## config.mk

```make
export PLATFORM = sky130hd
export DESIGN_NAME = trigger_in_detector
export DESIGN_NICKNAME = d
export VERILOG_FILES = /design/src/rtl/trigger_in_detector.sv
export SDC_FILE = /design/constraint.sdc
export NUM_CORES = 1
export LEC_CHECK = 0
export ABC_AREA = 1
export CELL_PAD_IN_SITES_DETAIL_PLACEMENT = 1
export CELL_PAD_IN_SITES_GLOBAL_PLACEMENT = 2
export CORE_MARGIN = 2
export CORE_UTILIZATION = 31
export DETAILED_ROUTE_END_ITERATION = 7
export GPL_ROUTABILITY_DRIVEN = 0
export HOLD_SLACK_MARGIN = 0.15
export MAX_ROUTING_LAYER = met4
export PLACE_DENSITY_LB_ADDON = 0.1
export SLEW_MARGIN = 15
export SYNTH_ARGS = -nofsm -noshare
export SYNTH_HDL_FRONTEND = slang
export SYNTH_SLANG_ARGS = --single-unit
```

## constraint.sdc

```tcl
create_clock -name Clock -period 1.91 [get_ports Clock]
set_input_delay 0.382 -clock Clock [delete_from_list [all_inputs] [get_ports Clock]]
set_output_delay 0.382 -clock Clock [all_outputs]
set_load 0.02 [all_outputs]
```

## src/rtl/trigger_in_detector.sv

```systemverilog
// External trigger input: two-flop synchronizer, consecutive-sample glitch filter,
// polarity-selectable edge detect and an IDLE/ARMED/HOLDOFF arming FSM with pulse counter.
module trigger_in_detector #(
   parameter int FILTER_LEN = 4,
   parameter int HOLD_W     = 16
) (
   input  logic              Clock,
   input  logic              Reset_n,
   input  logic              Din,
   input  logic              EN,
   input  logic              Sel,
   input  logic              Mode,
   input  logic              Arm,
   input  logic [HOLD_W-1:0] Holdoff,
   output logic              Trig,
   output logic              Armed,
   output logic [15:0]       Trig_Count
);

   typedef enum logic [1:0] {
      IDLE    = 2'd0,
      ARMED   = 2'd1,
      HOLDOFF = 2'd2
   } state_t;

   localparam logic [3:0] FILT_LAST = 4'(FILTER_LEN - 1);

   state_t            state_reg, state_next;
   logic              sync1_reg, sync2_reg;
   logic              level_reg, level_d_reg;
   logic [3:0]        filt_cnt_reg;
   logic [HOLD_W-1:0] hold_cnt_reg, hold_cnt_next;
   logic              trig_reg, trig_next;
   logic              armed_reg;
   logic [15:0]       trig_count_reg;
   logic              edge_det;

   // Level is accepted only after FILTER_LEN consecutive disagreeing samples.
   always_ff @(posedge Clock or negedge Reset_n) begin
      if (!Reset_n) begin
         sync1_reg    <= 1'b0;
         sync2_reg    <= 1'b0;
         level_reg    <= 1'b0;
         level_d_reg  <= 1'b0;
         filt_cnt_reg <= 4'd0;
      end else begin
         sync1_reg   <= Din;
         sync2_reg   <= sync1_reg;
         level_d_reg <= level_reg;
         if (sync2_reg == level_reg) begin
            filt_cnt_reg <= 4'd0;
         end else if (filt_cnt_reg == FILT_LAST) begin
            level_reg    <= sync2_reg;
            filt_cnt_reg <= 4'd0;
         end else begin
            filt_cnt_reg <= filt_cnt_reg + 4'd1;
         end
      end
   end

   assign edge_det = Sel ? (level_d_reg & ~level_reg) : (level_reg & ~level_d_reg);

   always_comb begin
      state_next    = state_reg;
      hold_cnt_next = hold_cnt_reg;
      trig_next     = 1'b0;
      if (!EN) begin
         state_next    = IDLE;
         hold_cnt_next = '0;
      end else begin
         case (state_reg)
            IDLE: begin
               if (Arm) state_next = ARMED;
            end
            ARMED: begin
               if (edge_det) begin
                  trig_next = 1'b1;
                  if (Mode) begin
                     state_next    = HOLDOFF;
                     hold_cnt_next = Holdoff;
                  end else begin
                     state_next = IDLE;
                  end
               end
            end
            HOLDOFF: begin
               if (hold_cnt_reg == '0) state_next = ARMED;
               else hold_cnt_next = hold_cnt_reg - HOLD_W'(1);
            end
            default: state_next = IDLE;
         endcase
      end
   end

   // Armed is registered from the next-state decode so it tracks state_reg exactly.
   always_ff @(posedge Clock or negedge Reset_n) begin
      if (!Reset_n) begin
         state_reg      <= IDLE;
         hold_cnt_reg   <= '0;
         trig_reg       <= 1'b0;
         armed_reg      <= 1'b0;
         trig_count_reg <= 16'd0;
      end else begin
         state_reg    <= state_next;
         hold_cnt_reg <= hold_cnt_next;
         trig_reg     <= trig_next;
         armed_reg    <= (state_next == ARMED);
         if (trig_next) trig_count_reg <= trig_count_reg + 16'd1;
      end
   end

   assign Trig       = trig_reg;
   assign Armed      = armed_reg;
   assign Trig_Count = trig_count_reg;

endmodule

```

# Word level (Yosys, flattened, before mapping)
# Index checks and enable logic that the tools add are counted.
[totals]
mem_count = 0
romBits = 0
wordCells = 48
ff_bits = 44
out_inout_bits = 18
ramBits = 0
latchBits = 0
input_bits = 23
[classes]
n_bitwise = 5
reduce_logical = 4
n_mul = 0
magnitude_cmp = 0
shift = 0
n_eq_ne = 9
mux = 17
div = 0
addsub = 3
[ops]
columns = ["op", "count"]
rows = [
  ["two-way mux 16 bit", 4],
  ["one-hot mux 16 bit (2 select lines)", 1],
  ["adder 16 x 1 -> 16 bit, second input constant", 1],
  ["zero test 16 bit", 1],
  ["subtractor 16 x 1 -> 16 bit, second input constant", 1],
  ["two-way mux 2 bit", 5],
  ["inequality test 3 bit, second input constant", 3],
  ["two-way mux 4 bit", 2],
  ["one-hot mux 2 bit (3 select lines)", 1],
  ["adder 4 x 1 -> 4 bit, second input constant", 1],
  ["equality test 2 x 1 -> 1 bit, second input constant", 2],
  ["equality test 4 x 2 -> 1 bit, second input constant", 1],
  ["two-way mux 1 bit", 4],
  ["AND reduction 4 bit", 1],
  ["inequality test 3 x 1 -> 1 bit, second input constant", 1],
  ["inverter 1 bit", 3],
  ["bitwise AND 1 bit", 2],
  ["equality test 2 bit, second input constant", 1],
  ["zero test 2 bit", 1],
  ["AND reduction 2 bit", 1],
  ["equality test 1 bit", 1],
]

# Depth between registers and ports, before layout
# Gate-level depths: netlist (run 1).
[logic_depth]
ltp_word = 7
mapped_depth = 11
mapped_depth_nobuf = 10

# Worst setup path after synthesis (run 1)
# Ideal clock, no wire load.
[synth_timing]
path_kind = "reg2reg"
startpoint = "register hold_cnt_reg[0]"
endpoint = "register hold_cnt_reg[2]"
period_less_slack_ps = 1466
t_required_ps = 1836
arrival_time_ps = 1392
path_buffers = 1
path_slack_ps = 444
setup_ps = 74
path_stages_with_launch = 12
path_cell_list = "dfrtp_1 > inv_1 > ha_1 > nand2_2 > nor2_2 > nand2_2 > nand2_4 > nand3_4 > inv_4 > buf_8 > nand2_1 > o21ai_2"
[synth_via]
elab_chain_cells = 4
word_cells_on_any_way = 7
classes_between = "add/sub (1); eq/ne (1); mux (3); reduce/logical (2)"
[synth_rtl]
columns = ["item", "line_no", "source"]
rows = [
  ["from (decl)", "32", "logic [HOLD_W-1:0] hold_cnt_reg, hold_cnt_next;"],
  ["from (signal assigned)", "105", "hold_cnt_reg <= hold_cnt_next;"],
  ["subtractor 16 x 1 -> 16 bit", "88", "else hold_cnt_next = hold_cnt_reg - HOLD_W'(1);"],
  ["two-way mux 16 bit", "87", "if (hold_cnt_reg == '0) state_next = ARMED;"],
  ["one-hot mux 16 bit (2 select lines)", "71", "case (state_reg)"],
  ["two-way mux 16 bit", "67", "if (!EN) begin"],
]
# Parallel ways exist; a longest one is shown, timed or not. The select of a mux whose other input is x is not followed.
# A chain may end at the register's enable or synchronous reset.

# Worst setup path after layout (run 1)
[layout_timing]
startpoint = "register trig_count_reg[5], in the netlist Trig_Count[5]"
endpoint = "output port Trig_Count[5]"
[layout_rtl]
columns = ["item", "line_no", "source"]
rows = [
  ["from (decl)", "35", "logic [15:0] trig_count_reg;"],
  ["from (signal assigned)", "108", "if (trig_next) trig_count_reg <= trig_count_reg + 16'd1;"],
  ["to (decl)", "17", "output logic [15:0] Trig_Count"],
]
# No word-level cell between the ends.

==> metrics, run 1 <==
outcome complete, no violations; Worst slew margin 68.4%; Post-CTS Setup Inserts 0; share of cells above drive strength 1 13.8%; initial antenna violation count 0; Synth cell types 31; Synth Area per Inst 7.78 µm²; Antenna Nets Post-Route 0; Power Density 851 mW/mm²; H-Tree Depth 2; Die H 94.4 µm; Ys Warns 0; CP top delay family buffers and inverters; Hold Crit Class flop to flop; antenna cells 0; Pre-antenna DRT Iters 4; Die ar. 0.00892 mm²; Synth Cell Area 0.00253 mm²; num ports 41; aggregate routed wire length 6270 µm; Worst Tran Pin Value 474 ps; Initial DRC Count 59; # resized after CTS 0; largest net degree at the start of global routing 27; clk_lat worst skew 300 ps; Mapped Cells 326; wire per inst 13.1 µm; number of vias per cell 4.55; clock buffer depth 2; Arr. time, crit path 1390 ps; # hold bufs at CTS 1; Setup CP Type flop to output pin; Crit. path cell count 1; final core utilization 41.0%; RSZ-0062 raised after global routing no; maximum VDD drop 0.000275 V; Post-Syn Nets 352; GR peak layer met2; gr ovfl total 0; width of the die 94.4 µm; Port-buffer cells 40; Crit. End Element output pin; Rows 32; Reg2Reg Depth 9; fin nets 401; Core Footprint 0.00781 mm²; fin. max-slew vios 0; Total Routing Usage GR 15.6%; estimated wirelength of the detail-placed design 4790 µm; CP Cell Sequence clkdlybuf4s50_1; # setup viols final 0; CP max stage cell clkdlybuf4s50_1; CTS Buf Count 5; post-synthesis register bit count 44; FMAX 0.564 GHz; vias in the first global route 2226; min Tclk post-route 1770 ps; vias 2175; Required @ worst endpoint 1530 ps; fin cells 478; r2r setup slk 230 ps; met1 usage in global routing 20.8%; clock slew at reported path FFs 100 ps; sequential cell area fraction in the yosys report 43.4%; Pleak 0.00156 µW; Starting Density 32.5%; worst path bufs/invs 1; root buf cell clkbuf_8; dpl cells 469; first-pass GRT wire length 10700 µm; CP Launch Type flop; Area Growth Syn to Fin 26.2%; DRC 0; Clock Sinks 44; maximum fanout along the worst path 5; clock skew 6.66 ps; hold path cells 0; Max-Cap Viols 0; Final Cycle Share 92.9%; met2 Use GR 25.0%; M3 GR Usage 2.79%; Hold Vio Cnt, Final 0; setup TNS 0 ps; CTS tree built; Worst path max stage delay 640 ps
==> where the power goes <==
part           internal [µW]  total (µW)  switching [µW]  leakage (µW)
sequential              1040        1140             108      0.000583
combinational            340         820             480      0.000921
clock                    395         759             364     0.0000583
==> worst reg2reg max path: stages (launching register included) <==
cell and delay (ps):
dfrtp_1 420, inv_1 110, ha_1 190, nand2_2 120, nor2_2 160, nand2_2 80, nand2_4 80, nand2_2 130
nand2_1 180, o21ai_1 90
==> cell usage after synthesis <==
cell,n,share of area (%)
a21oi_1,3,0.59
a21oi_2,1,0.35
a31oi_1,2,0.49
buf_2,1,0.20
buf_6,1,0.44
buf_8,1,0.59
clkbuf_1,1,0.15
dfrtp_1,44,43
ha_1,3,1.5
inv_1,30,4.4
inv_2,4,0.59
inv_4,2,0.49
nand2_1,95,14
nand2_2,7,1.7
nand2_4,2,0.89
nand3_1,26,5.1
nand3_2,2,0.79
nand3_4,1,0.69
nand3b_1,4,1.2
nand4_1,8,2.0
nor2_1,33,4.9
nor2_2,5,1.2
nor2_4,5,2.2
nor3_1,2,0.39
o21ai_0,13,2.6
o21ai_1,4,0.79
o21ai_2,2,0.69
or2_1,1,0.25
or2_2,7,1.7
xnor2_1,8,2.8
xor2_1,8,2.8
==> routing by layer <==
metal | up-vias | wire (µm)
li1 | 1128 | -
met1 | 1012 | 3230
met2 | 28 | 2810
met3 | 7 | 184
met4 | 0 | 43
met5 | - | 0
==> stage by stage <==
step,power [µW],hold slack [ps],worst slack [ps],area [µm²]
4_1_cts,2780,361,111,3200
5_1_grt,2920,385,24.2,3200
3_3_place_gp,1980,336,45.4,3070
2_1_floorplan,1720,86.4,444,2530
3_5_place_dp,2000,337,-15.7,3070
6_report,2720,358,135,3200
==> path summary, 6_finish.rpt <==
| kind | startpoint | to |
|---|---|---|
| max | Trig_Count[5] | Trig_Count[5] |
| min | sync1_reg | sync2_reg |
| max reg2reg | hold_cnt_reg[0] | hold_cnt_reg[4] |
| max in group asynchronous | Reset_n | hold_cnt_reg[7] |
| min in group asynchronous | Reset_n | filt_cnt_reg[3] |
| min reg2reg | sync1_reg | sync2_reg |
==> final cells by class <==
type	instances	area (µm²)
flip-flops and latches	44	1100
clock buffers	5	68.8
well taps	102	128
inverters	36	140
clock inverters	3	47.5
multi-input cells	242	1260
fillers	955	4610
repair buffers	46	455
==> cell families (layout without fill, tap and decap cells) <==
family | after synthesis | after routing | share of synthesized area, %
AND/OR/NAND/NOR | 198 | 198 | 37.2
flip-flops | 44 | 44 | 43.4
buffers and inverters | 40 | 90 | 6.91
AO/OA/AOI/OAI | 25 | 25 | 5.48
XOR/XNOR | 16 | 16 | 5.53
adder cells (fa/ha/maj) | 3 | 3 | 1.48
==> layout by cell type (no fill, tap or decap), drive strengths merged <==
cell | netlist | routed
a21oi | 4 | 4
a31oi | 2 | 2
buf | 3 | 6
bufinv | 0 | 1
clkbuf | 1 | 5
clkdlybuf4s50 | 0 | 39
clkinv | 0 | 2
dfrtp | 44 | 44
dlygate4sd3 | 0 | 1
ha | 3 | 3
inv | 36 | 36
nand2 | 104 | 104
nand3 | 29 | 29
nand3b | 4 | 4
nand4 | 8 | 8
nor2 | 43 | 43
nor3 | 2 | 2
o21ai | 19 | 19
or2 | 8 | 8
xnor2 | 8 | 8
xor2 | 8 | 8
(Power assumes the default switching activity.)
==> inputs of run 2 (changes only) <==
--- a/config.mk
+++ b/config.mk
@@ -10,6 +10,7 @@
 export CELL_PAD_IN_SITES_GLOBAL_PLACEMENT = 2
 export CORE_MARGIN = 2
 export CORE_UTILIZATION = 31
+export CTS_CLUSTER_SIZE = 12
 export DETAILED_ROUTE_END_ITERATION = 7
 export GPL_ROUTABILITY_DRIVEN = 0
 export HOLD_SLACK_MARGIN = 0.15
==> results of run 2 <==
No change in the layout: final DEF, timing and power equal those of run 1.
